===== config.mk =====
export PLATFORM = sky130hd
export DESIGN_NAME = fmrv32im_axi_arb
export DESIGN_NICKNAME = d
export VERILOG_FILES = /design/src/rtl/fmrv32im_axi_arb.sv
export SDC_FILE = /design/constraint.sdc
export NUM_CORES = 1
export LEC_CHECK = 0
export ABC_AREA = 1
export BUFFER_PORTS_ARGS = -buffer_cell sky130_fd_sc_hd__buf_2
export CAP_MARGIN = 5
export CORE_AREA = 2 2 127 129
export CTS_BUF_LIST = sky130_fd_sc_hd__clkbuf_4 sky130_fd_sc_hd__clkbuf_8
export DETAILED_ROUTE_END_ITERATION = 16
export DIE_AREA = 0 0 129 131
export GPL_ROUTABILITY_DRIVEN = 0
export RECOVER_POWER = 25
export SLEW_MARGIN = 25
export SYNTH_ARGS = -nofsm -noshare
export SYNTH_HDL_FRONTEND = slang
export SYNTH_SLANG_ARGS = --single-unit

===== constraint.sdc =====
create_clock -name CLK -period 2.2 [get_ports CLK]
set_input_delay 0.11 -clock CLK [delete_from_list [all_inputs] [get_ports CLK]]
set_output_delay 0.11 -clock CLK [all_outputs]
set_load 0.02 [all_outputs]

===== src/rtl/fmrv32im_axi_arb.sv =====
// Shares one AXI4 master port between the I-cache (read-only) and D-cache (read/write) refill paths.
// Whole bursts are arbitrated (round-robin or D-priority) and then sequenced on AR/R or AW/W/B.
module fmrv32im_axi_arb #(
    parameter bit RR_EN   = 1'b1,
    parameter bit D_FIRST = 1'b0
) (
    input  logic        CLK,
    input  logic        RST_N,

    input  logic        I_REQ,
    input  logic [31:0] I_ADDR,
    input  logic [7:0]  I_LEN,
    input  logic        D_REQ,
    input  logic [31:0] D_ADDR,
    input  logic [7:0]  D_LEN,
    input  logic        D_WE,
    input  logic [31:0] D_WDATA,
    input  logic [3:0]  D_WSTRB,

    output logic        I_GNT,
    output logic        D_GNT,
    output logic [31:0] RDATA,
    output logic        I_RVALID,
    output logic        D_RVALID,
    output logic        D_WREADY,
    output logic        I_DONE,
    output logic        D_DONE,
    output logic        XFER_ERR,

    output logic [31:0] MM_AXI_AWADDR,
    output logic [7:0]  MM_AXI_AWLEN,
    output logic        MM_AXI_AWVALID,
    input  logic        MM_AXI_AWREADY,
    output logic [31:0] MM_AXI_WDATA,
    output logic [3:0]  MM_AXI_WSTRB,
    output logic        MM_AXI_WVALID,
    output logic        MM_AXI_WLAST,
    input  logic        MM_AXI_WREADY,
    input  logic [1:0]  MM_AXI_BRESP,
    input  logic        MM_AXI_BVALID,
    output logic        MM_AXI_BREADY,
    output logic [31:0] MM_AXI_ARADDR,
    output logic [7:0]  MM_AXI_ARLEN,
    output logic        MM_AXI_ARVALID,
    input  logic        MM_AXI_ARREADY,
    input  logic [31:0] MM_AXI_RDATA,
    input  logic [1:0]  MM_AXI_RRESP,
    input  logic        MM_AXI_RVALID,
    input  logic        MM_AXI_RLAST,
    output logic        MM_AXI_RREADY
);

    typedef enum logic [2:0] {
        S_IDLE,
        S_AR,
        S_RD,
        S_AW,
        S_WR,
        S_B,
        S_FIN
    } state_t;

    state_t      state, state_nx;
    logic        own_d;
    logic [31:0] addr_q;
    logic [7:0]  len_q;
    logic [7:0]  cnt;
    logic        err;
    logic        rr_last;
    logic        gnt_i_q, gnt_d_q;
    logic [31:0] rdata_q;
    logic        rv_i_q, rv_d_q;

    logic        any_req;
    logic        pick_d;
    logic        last_beat;

    // rr_last names the side that finished most recently; a tie goes to the other one.
    assign any_req   = I_REQ | D_REQ;
    assign pick_d    = (I_REQ & D_REQ) ? (RR_EN ? ~rr_last : 1'b1) : D_REQ;
    assign last_beat = (cnt == len_q);

    assign I_GNT         = gnt_i_q;
    assign D_GNT         = gnt_d_q;
    assign RDATA         = rdata_q;
    assign I_RVALID      = rv_i_q;
    assign D_RVALID      = rv_d_q;
    assign MM_AXI_AWADDR = addr_q;
    assign MM_AXI_ARADDR = addr_q;
    assign MM_AXI_AWLEN  = len_q;
    assign MM_AXI_ARLEN  = len_q;
    assign MM_AXI_WDATA  = D_WDATA;
    assign MM_AXI_WSTRB  = D_WSTRB;

    always_comb begin
        state_nx       = state;
        MM_AXI_ARVALID = 1'b0;
        MM_AXI_RREADY  = 1'b0;
        MM_AXI_AWVALID = 1'b0;
        MM_AXI_WVALID  = 1'b0;
        MM_AXI_WLAST   = 1'b0;
        MM_AXI_BREADY  = 1'b0;
        I_DONE         = 1'b0;
        D_DONE         = 1'b0;
        XFER_ERR       = 1'b0;
        case (state)
            S_IDLE: begin
                if (any_req) state_nx = (pick_d && D_WE) ? S_AW : S_AR;
            end
            S_AR: begin
                MM_AXI_ARVALID = 1'b1;
                if (MM_AXI_ARREADY) state_nx = S_RD;
            end
            S_RD: begin
                MM_AXI_RREADY = 1'b1;
                if (MM_AXI_RVALID && MM_AXI_RLAST) state_nx = S_FIN;
            end
            S_AW: begin
                MM_AXI_AWVALID = 1'b1;
                if (MM_AXI_AWREADY) state_nx = S_WR;
            end
            S_WR: begin
                MM_AXI_WVALID = 1'b1;
                MM_AXI_WLAST  = last_beat;
                if (MM_AXI_WREADY && last_beat) state_nx = S_B;
            end
            S_B: begin
                MM_AXI_BREADY = 1'b1;
                if (MM_AXI_BVALID) state_nx = S_FIN;
            end
            S_FIN: begin
                I_DONE   = ~own_d;
                D_DONE   = own_d;
                XFER_ERR = err;
                state_nx = S_IDLE;
            end
            default: state_nx = S_IDLE;
        endcase
    end

    assign D_WREADY = MM_AXI_WVALID & MM_AXI_WREADY;

    always_ff @(posedge CLK) begin
        if (!RST_N) begin
            state   <= S_IDLE;
            own_d   <= 1'b0;
            addr_q  <= '0;
            len_q   <= '0;
            cnt     <= '0;
            err     <= 1'b0;
            rr_last <= ~D_FIRST;
            gnt_i_q <= 1'b0;
            gnt_d_q <= 1'b0;
            rdata_q <= '0;
            rv_i_q  <= 1'b0;
            rv_d_q  <= 1'b0;
        end else begin
            state   <= state_nx;
            gnt_i_q <= 1'b0;
            gnt_d_q <= 1'b0;
            rv_i_q  <= 1'b0;
            rv_d_q  <= 1'b0;
            case (state)
                S_IDLE: begin
                    if (any_req) begin
                        own_d   <= pick_d;
                        addr_q  <= pick_d ? D_ADDR : I_ADDR;
                        len_q   <= pick_d ? D_LEN : I_LEN;
                        gnt_i_q <= ~pick_d;
                        gnt_d_q <= pick_d;
                    end
                end
                S_RD: begin
                    if (MM_AXI_RVALID) begin
                        rdata_q <= MM_AXI_RDATA;
                        rv_i_q  <= ~own_d;
                        rv_d_q  <= own_d;
                        if (MM_AXI_RRESP != 2'b00) err <= 1'b1;
                    end
                end
                S_WR: begin
                    if (MM_AXI_WREADY) cnt <= last_beat ? 8'd0 : cnt + 8'd1;
                end
                S_B: begin
                    if (MM_AXI_BVALID && (MM_AXI_BRESP != 2'b00)) err <= 1'b1;
                end
                S_FIN: begin
                    rr_last <= own_d;
                    err     <= 1'b0;
                end
                default: ;
            endcase
        end
    end

endmodule


==> flow_summary.toml, run 1 <==
[pwr]
cellPowerDensity_nw_per_um2 = 968
peakVddDrop_v = 0.000489
p_leak_uw = 0.00324
power_uw = 6230

[global_routing]
overflow = 0
antenna_found_initial = 0
grt_pass1_wl_um = 22100
grtUsageTotal_pct = 17.0
grt_pass1_vias = 4253
grt_max_degree = 42

[routing]
wl_per_cell_um = 14.1
initialDrtViolationCount = 198
avgViaCountPerCell = 4.30
wl_um = 15300
ant_nets = 0
drc = 0
num_vias = 4668
drt-pass1-iter-count = 5

[synth]
synth_seq_cells = 90
synthDistinctLibCells = 24
netlist_top_cells_area = "dfxtp_1 43%, nand2_1 14%, buf_4 14%"
synth_fp_nets = 746
synth_most_common_cell = "nand2_1"
async_flop_share_pct = 0
ys.flop_type = "dfxtp_1"
syn_area_sq_um = 4190
synth_cells = 582
ys_top_cells_by_count = "156 x nand2_1, 90 x dfxtp_1, 86 x nor2_1, 76 x buf_4, 49 x nand3_1"
yosysTopAreaCell = "dfxtp_1"
synth_edf_count = 0
syn_avg_cell_area_sq_um = 7.20
synthDominantCellAreaShare_pct = 43.0
yosys_warnings = 0
synth_seq_area_share_pct = 43.0

[timing]
hold_violations = 0
final_max_slew_viol_count = 0
rsz0062_at_grt = "false"
finalCriticalPeriod_ns = 1.98
setup_viol = 0
finalHoldWorstSlack_ns = 0.0535
finClkSkew_ns = 0.00982
max_slew_margin_pct = 55.7
layout_worst_path_cycle_share_pct = 89.9
tightestPinTransition_ns = 0.665
setup_tns_ns = 0
timing.fmax_ghz = 0.505

[layout]
design_area_sq_um = 6430
seqCellArea_sq_um = 1800
multi_input_area_sq_um = 1620
n_antenna_cell = 0
fin_nets = 1030
syn2layout_area_growth_pct = 53.5
num-fill-cells = 1586
drive_gt1_share_pct = 29.8

[floorplanning]
die_h_um = 131
core_sq_um = 15600
die_width_um = 129
num_rows = 46
die_area_sq_um = 16900
ioPinCount = 325
start_util_pct = 26.8

[setup_path]
r2r_slack_ns = 0.22
rr_endpoint = "MM_AXI_ARLEN[4]"
cp-start-kind = "register"
criticalPathCategory = "reg -> reg"
cp_max_fo = 41
crit_required_ns = 2.52
reg2regPathDepth = 9
end_kind = "register"
arrival_ns = 2.29
rr_startpoint = "state[1]"

[clocking]
cts_tree = "done"
cts-root-buf = "clkbuf_8"
cts_max_path_buffers = 2
cts.sinks = 90
clkLatencyLatePin_ns = 0.36
htreeDepth = 3
cts_buffers = 9
clkTransAtPathRegs_ns = 0.09

[hold_path]
min_path_cells = 3
min_delay_worst_endpoint = "cnt[0]"
worstHoldStart = "RST_N"
hp-class = "in -> reg"

[place]
placed_area_sq_um = 5120
hpwlAfterDp_um = 10300
port_buffers = 252

[flow_run]
cap_violations = 0

[run_status]
status = "completed"
per-stage QoR:
stage	utilization, %	std cells	setup slack [ns]
floorplan	-	582	0.760
finish	41.2	1086	0.222
global placement	32.9	959	0.573
CTS	41.4	1086	0.0870
detailed placement	32.9	959	0.529
global route	41.2	1086	0.0441
layout make-up:
cell class / instances / area share (%)
sequential: 90 / 28.0
tap: 216 / 4.20
multi-input combinational: 367 / 25.2
timing repair buffer: 370 / 37.6
clock buffer: 12 / 2.28
inverter: 28 / 1.63
clock inverter: 3 / 1.01
routing by layer:
layer  vias to the layer above  track usage (%)  wire length, um
li1                       2319                -                -
met1                      2087             19.9             6230
met2                       232             28.2             7240
met3                        30             5.33             1360
met4                         0             8.38              518
met5                         -                0                0
report_power, final:
group / total (uW) / internal, uW / switching, uW
clock network: 1270 / 672 / 598
registers: 2290 / 1990 / 298
logic: 2670 / 925 / 1740
total: 6230 / 3590 / 2640
flip-flops by register name, indices dropped and copies added, names as in the netlist:
register	count
own_d	1
I_RVALID	1
rr_last	1
D_GNT	1
cnt	8
MM_AXI_ARADDR	32
MM_AXI_ARLEN	8
I_GNT	1
err	1
state	3
D_RVALID	1
RDATA	32
timing repair:
action,4_1_cts,5_1_grt
hold buffers,112,0
gates resized for setup,0,1
setup buffers,0,0
setup endpoints to repair,0,3
endpoints found under the hold margin,72,0
cell families after synthesis:
family / count (synthesis) / synth area share (%)
and+or+nand+nor: 305 / 29.9
buffers and inverters: 125 / 18.4
DFF: 90 / 43.0
AOI/OAI and AO/OA: 52 / 6.45
xor gates and xnor gates: 9 / 1.88
adders and majority gates: 1 / 0.299
cell usage in the layout (no fill, tap or decap):
| master | synthesis | routed |
|---|---|---|
| xnor2_1 | 8 | 8 |
| bufinv_16 | 0 | 2 |
| buf_2 | 14 | 225 |
| nand2_1 | 156 | 156 |
| nor2_4 | 2 | 2 |
| o22ai_1 | 1 | 1 |
| a31oi_1 | 1 | 1 |
| nor4_1 | 1 | 1 |
| inv_1 | 24 | 24 |
| nand3_2 | 1 | 1 |
| dlygate4sd3_1 | 0 | 112 |
| nand2_4 | 1 | 1 |
| dfxtp_1 | 90 | 90 |
| inv_2 | 4 | 4 |
| nand2_2 | 2 | 2 |
| nor2_1 | 86 | 85 |
| a21oi_1 | 8 | 8 |
| buf_4 | 76 | 4 |
| nor2_2 | 1 | 2 |
| nand3_1 | 49 | 49 |
| o21ai_0 | 39 | 39 |
| nor3_1 | 6 | 5 |
| nor3_2 | 0 | 1 |
| clkinv_2 | 0 | 1 |
| buf_12 | 0 | 2 |
| o211ai_1 | 3 | 3 |
| clkbuf_4 | 0 | 3 |
| clkbuf_8 | 0 | 9 |
| ha_1 | 1 | 1 |
| clkbuf_1 | 7 | 27 |
| xor2_1 | 1 | 1 |
critical path: stages, from the launching register on:
cell and delay [ns]:
dfxtp_1 0.32, inv_1 0.13, nand2_2 0.12, nor3_2 0.17, nand3_1 0.13, inv_2 0.09, buf_12 0.20, nand2_1 0.10
o211ai_1 0.09, dlygate4sd3_1 0.57
how the worst max path moves through the flow:
stage / startpoint / to / slack [ns] / depth (start not counted)
floorplan: state[1] / state[2] / 0.76 / 8
global placement: state[1] / MM_AXI_ARADDR[23] / 0.57 / 8
detailed placement: state[1] / MM_AXI_ARADDR[23] / 0.53 / 8
CTS: state[1] / MM_AXI_ARLEN[4] / 0.09 / 9
global route: state[1] / MM_AXI_ARLEN[5] / 0.04 / 9
finish: state[1] / MM_AXI_ARLEN[4] / 0.22 / 9
Note: power is estimated with default switching activity, not from simulation.
==> run 2, diff against run 1 <==
--- a/config.mk
+++ b/config.mk
@@ -5,13 +5,12 @@
 export SDC_FILE = /design/constraint.sdc
 export NUM_CORES = 1
 export LEC_CHECK = 0
-export ABC_AREA = 1
-export BUFFER_PORTS_ARGS = -buffer_cell sky130_fd_sc_hd__buf_2
 export CAP_MARGIN = 5
-export CORE_AREA = 2 2 127 129
+export CORE_AREA = 2 2 125 127
 export CTS_BUF_LIST = sky130_fd_sc_hd__clkbuf_4 sky130_fd_sc_hd__clkbuf_8
 export DETAILED_ROUTE_END_ITERATION = 16
-export DIE_AREA = 0 0 129 131
+export DIE_AREA = 0 0 127 129
+export DONT_BUFFER_PORTS = 1
 export GPL_ROUTABILITY_DRIVEN = 0
 export RECOVER_POWER = 25
 export SLEW_MARGIN = 25
==> flow_summary.toml, run 2 <==
[routing]
wl_per_cell_um = 18.1
drc = 0
avgViaCountPerCell = 4.98
num_vias = 3565
ant_nets = 0
initialDrtViolationCount = 204
drt-pass1-iter-count = 4
wl_um = 12900

[synth]
netlist_top_cells_area = "dfxtp_1 39%, buf_4 14%, mux2i_1 9.1%"
synth_seq_cells = 90
synth_seq_area_share_pct = 39.1
synth_most_common_cell = "dfxtp_1"
syn_avg_cell_area_sq_um = 9.08
synthDominantCellAreaShare_pct = 39.1
synth_edf_count = 0
synth_cells = 507
synth_fp_nets = 671
async_flop_share_pct = 0
ys.flop_type = "dfxtp_1"
syn_area_sq_um = 4600
ys_top_cells_by_count = "90 x dfxtp_1, 85 x buf_4, 69 x nand2_1, 57 x nor2_1, 42 x mux2i_1"
synthDistinctLibCells = 40
yosysTopAreaCell = "dfxtp_1"
yosys_warnings = 0

[global_routing]
antenna_found_initial = 0
grt_max_degree = 83
grt_pass1_vias = 3724
overflow = 0
grt_pass1_wl_um = 19100
grtUsageTotal_pct = 15.1

[clocking]
htreeDepth = 3
cts_buffers = 9
cts_max_path_buffers = 2
cts-root-buf = "clkbuf_8"
postCtsResizedCells = 0
cts_hold_buf = 100
post_cts.repair.setup_buffers = 0
cts_tree = "done"
cts.sinks = 90
clkLatencyLatePin_ns = 0.37
clkTransAtPathRegs_ns = 0.10

[layout]
num-fill-cells = 1478
n_antenna_cell = 0
mostFrequentLayoutCell = "dlygate4sd3_1"
drive_gt1_share_pct = 12.3
syn2layout_area_growth_pct = 17.6
fin_nets = 687
mostFrequentLayoutCells = "100 x dlygate4sd3_1, 90 x dfxtp_1, 69 x nand2_1, 57 x nor2_1, 42 x mux2i_1"

[pwr]
power_uw = 5260
peakVddDrop_v = 0.000396
p_leak_uw = 0.00196
cellPowerDensity_nw_per_um2 = 972

[timing]
finClkSkew_ns = 0.0151
hold_violations = 0
final_max_slew_viol_count = 0
finalCriticalPeriod_ns = 1.96
setup_tns_ns = 0
rsz0062_at_grt = "false"
finalHoldWorstSlack_ns = 0.0235
setup_viol = 0
layout_worst_path_cycle_share_pct = 89.1
max_slew_margin_pct = 56.6
tightestPinTransition_ns = 0.646
timing.fmax_ghz = 0.510

[floorplanning]
die_area_sq_um = 16400
num_rows = 45
start_util_pct = 30.7
core_sq_um = 15000
die_h_um = 129
die_width_um = 127
ioPinCount = 325

[place]
hpwlAfterDp_um = 8170
port_buffers = 0

[setup_path]
cp_num_buf_inv = 0
crit_family = "simple AND/OR/NAND/NOR gates"
criticalPathCategory = "reg -> out"
cp_max_fo = 5
cp_cell_sequence = "xnor2_1, nand4_1, nor2_1, and2_1"
end_kind = "output port"
max_stage_delay_ns = 0.37
crit_required_ns = 2.09
cp-start-kind = "register"
cp_slowest_cell = "nor2_1"
arrival_ns = 1.85

[flow_run]
cap_violations = 0

[run_status]
status = "completed"

[hold_path]
hp-class = "in -> reg"
run 2: cell count changes in the layout (fill, tap and decap cells not counted), sizes merged, moves of 4 or more:
cell,previous run,this run
xor2,1,5
dlygate4sd3,112,100
a211oi,0,40
a21oi,8,38
inv,28,3
o21ai,39,4
and3,0,7
nor2,89,57
buf,231,14
mux2i,0,42
clkbuf,39,9
nand3,50,5
nand2,159,69
nand4,0,6
run 2: worst paths after layout:
kind | from | to | slack, ns | depth (start not counted)
hold / removal | D_LEN[5] | MM_AXI_ARLEN[5] | 0.02 | 2
setup / recovery | cnt[0] | MM_AXI_WLAST | 0.24 | 4
hold reg to reg | err | err | 0.51 | 1
setup reg to reg | rr_last | MM_AXI_ARADDR[9] | 0.27 | 5
run 2: area by class of cell:
type | count | area (sq um) | share of cell area, %
sequential | 90 | 1800 | 33.3
tap | 188 | 235 | 4.35
inverter | 4 | 16.3 | 0.301
multi-input combinational | 304 | 2000 | 36.9
timing repair buffer | 114 | 1140 | 21.1
clock inverter | 7 | 93.8 | 1.73
clock buffer | 9 | 124 | 2.29
run 2: where the power goes:
group	total [uW]	internal (uW)	switching, uW
logic	1390	590	804
clock network	1260	638	625
registers	2610	1890	716
run 2: layer usage:
layer  share of wire, %  track usage, %  up-vias  wire (um)
met5                  0               0        -          0
met4                2.2            7.11        0        289
met3                9.4            5.24       30       1210
met2                 54            29.5      212       6930
met1                 35            14.0     1650       4510
li1                   -               -     1673          -
run 2: cell families (layout without fill, tap and decap cells):
group                    Yosys count  count (layout)  synth area share [%]
AND/OR/NAND/NOR                  158             158                  15.3
buffers and inverters            113             134                  17.7
AO/OA/AOI/OAI                     90              90                  16.0
flip-flops                        90              90                  39.1
multiplexers                      42              42                  9.13
XOR/XNOR                          13              13                  2.47
adder cells (fa/ha/maj)            1               1                 0.272
run 2: worst reg2reg max path, delay by kind of cell, from the launching register on:
kind / cells / cell delay, ns
buffers and inverters: 2 / 0.89
multiplexers: 1 / 0.33
AO/OA/AOI/OAI: 2 / 0.24
flip-flops: 1 / 0.35
run 2: per-stage QoR:
| stage | instances | util (%) | cell area (sq um) | worst slack [ns] |
|---|---|---|---|---|
| after floorplan | 507 | - | 4600 | 0.765 |
| after global placement | 600 | 28.0 | 4190 | 0.557 |
| after detailed placement | 600 | 28.0 | 4190 | 0.469 |
| after CTS | 716 | 36.1 | 5410 | 0.220 |
| after global routing | 716 | 36.1 | 5410 | 0.125 |
| final | 716 | 36.1 | 5410 | 0.241 |
==> run 3, diff against run 2 <==
--- a/config.mk
+++ b/config.mk
@@ -6,12 +6,15 @@
 export NUM_CORES = 1
 export LEC_CHECK = 0
 export CAP_MARGIN = 5
-export CORE_AREA = 2 2 125 127
+export CELL_PAD_IN_SITES_DETAIL_PLACEMENT = 1
+export CELL_PAD_IN_SITES_GLOBAL_PLACEMENT = 1
+export CORE_AREA = 2 2 126 128
 export CTS_BUF_LIST = sky130_fd_sc_hd__clkbuf_4 sky130_fd_sc_hd__clkbuf_8
 export DETAILED_ROUTE_END_ITERATION = 16
-export DIE_AREA = 0 0 127 129
+export DIE_AREA = 0 0 128 130
 export DONT_BUFFER_PORTS = 1
 export GPL_ROUTABILITY_DRIVEN = 0
+export PLACE_DENSITY_LB_ADDON = 0.1
 export RECOVER_POWER = 25
 export SLEW_MARGIN = 25
 export SYNTH_ARGS = -nofsm -noshare
==> flow_summary.toml, run 3 (synthesis results as in run 2) <==
[routing]
met1Wirelength_um = 4900
ant_nets = 0
drt-pass1-iter-count = 4
avgViaCountPerCell = 4.93
topRoutingLayerUsed = "met4"
route.met3.wl_um = 1160
drc = 0
initialDrtViolationCount = 106
wl_um = 12100
wl_met2_um = 5760
num_vias = 3459
wl_per_cell_um = 17.2

[pwr]
clkPwrFrac_pct = 29.0
switching_share_pct = 38.2
internal_power_uw = 3460
cellPowerDensity_nw_per_um2 = 1060
power_uw = 5600
p_seq_share_pct = 46.2
power_frac_comb_pct = 24.9
p_leak_uw = 0.00193
peakVddDrop_v = 0.000359
switching_power_uw = 2140

[clocking]
postCtsResizedCells = 0
cts-root-buf = "clkbuf_8"
cts.sinks = 90
clkLatencyLatePin_ns = 0.38
htreeDepth = 3
clkTransAtPathRegs_ns = 0.09
cts_buffers = 9
cts_max_path_buffers = 2
cts_tree = "done"

[floorplanning]
num_rows = 46
core_sq_um = 15400
die_area_sq_um = 16600
die_h_um = 130
die_width_um = 128
ioPinCount = 325
start_util_pct = 29.8

[timing]
hold_violations = 0
rsz0062_at_grt = "false"
finalHoldWorstSlack_ns = 0.0207
tightestPinTransition_ns = 0.644
final_max_slew_viol_count = 0
max_slew_margin_pct = 56.7
setup_tns_ns = 0
layout_worst_path_cycle_share_pct = 88.2
finClkSkew_ns = 0.0147
setup_viol = 0
finalCriticalPeriod_ns = 1.94
timing.fmax_ghz = 0.516

[place]
hpwlAfterDp_um = 7950
dp_cells = 607
port_buffers = 0
placed_area_sq_um = 4220

[layout]
drive_gt1_share_pct = 13.3
finalNonFillerCells = 702
n_antenna_cell = 0
multi_input_area_sq_um = 2000
seqCellArea_sq_um = 1800
num-fill-cells = 1743
syn2layout_area_growth_pct = 15.1
mostFrequentLayoutCell = "dfxtp_1"
fin_nets = 669
design_area_sq_um = 5300
mostFrequentLayoutCells = "90 x dfxtp_1, 79 x dlygate4sd3_1, 69 x nand2_1, 57 x nor2_1, 42 x mux2i_1"

[setup_path]
criticalPathCategory = "reg -> reg"
end_kind = "register"
cp-start-kind = "register"
crit_required_ns = 2.47
cp_max_fo = 25
arrival_ns = 2.21

[global_routing]
grt_pass1_vias = 3570
antenna_found_initial = 0
overflow = 0
grt_pass1_wl_um = 18100
grt_max_degree = 47
grtUsageTotal_pct = 14.0

[hold_path]
hp-class = "in -> reg"

[run_status]
status = "completed"

[flow_run]
cap_violations = 0
## run 3: worst max-delay path, cell delays in order (launching register included)
cell           delay [ns]
dfxtp_1              0.34
a21boi_4             0.14
buf_4                0.40
mux2i_1              0.13
dlygate4sd3_1        0.58
a211oi_1             0.25
## run 3: what timing repair did
item,4_1_cts,5_1_grt
hold buffers,79,0
setup buffers,0,0
hold endpoints to repair,69,0
## run 3: area by class of cell
cell class                      count  area share (%)
Multi-Input combinational cell    304            37.7
Sequential cell                    90            34.0
Timing Repair Buffer               96            18.0
Tap cell                          192            4.53
Clock inverter                      7            3.09
Clock buffer                        9            2.34
Inverter                            4           0.307
## run 3: metal layers
metal,vias up,global-route usage (%)
li1,1639,-
met1,1633,15.8
met2,168,23.1
met3,19,5.58
met4,0,7.05
met5,-,0
## run 3: path summary, 6_finish.rpt
kind | startpoint | endpoint | slack (ns) | depth (start not counted)
worst min-delay path | I_LEN[3] | MM_AXI_ARLEN[3] | 0.02 | 2
worst max register to register | rr_last | MM_AXI_ARADDR[30] | 0.26 | 5
worst min register to register | err | err | 0.50 | 1
worst max-delay path | rr_last | MM_AXI_ARADDR[30] | 0.26 | 5
## run 3: power groups by stage
stage          combinational, uW  sequential (uW)  clock [uW]
3_5_place_dp                1280             2630           0
4_1_cts                     1410             2590        1690
5_1_grt                     1540             2640        1750
3_3_place_gp                1250             2630           0
6_report                    1390             2580        1620
2_1_floorplan               1610             2390           0
## run 3: metrics by stage
stage / utilization [%] / worst slack, ns
2_1_floorplan: - / 0.765
3_3_place_gp: 27.4 / 0.425
3_5_place_dp: 27.4 / 0.397
4_1_cts: 34.4 / 0.228
5_1_grt: 34.4 / 0.121
6_report: 34.4 / 0.261
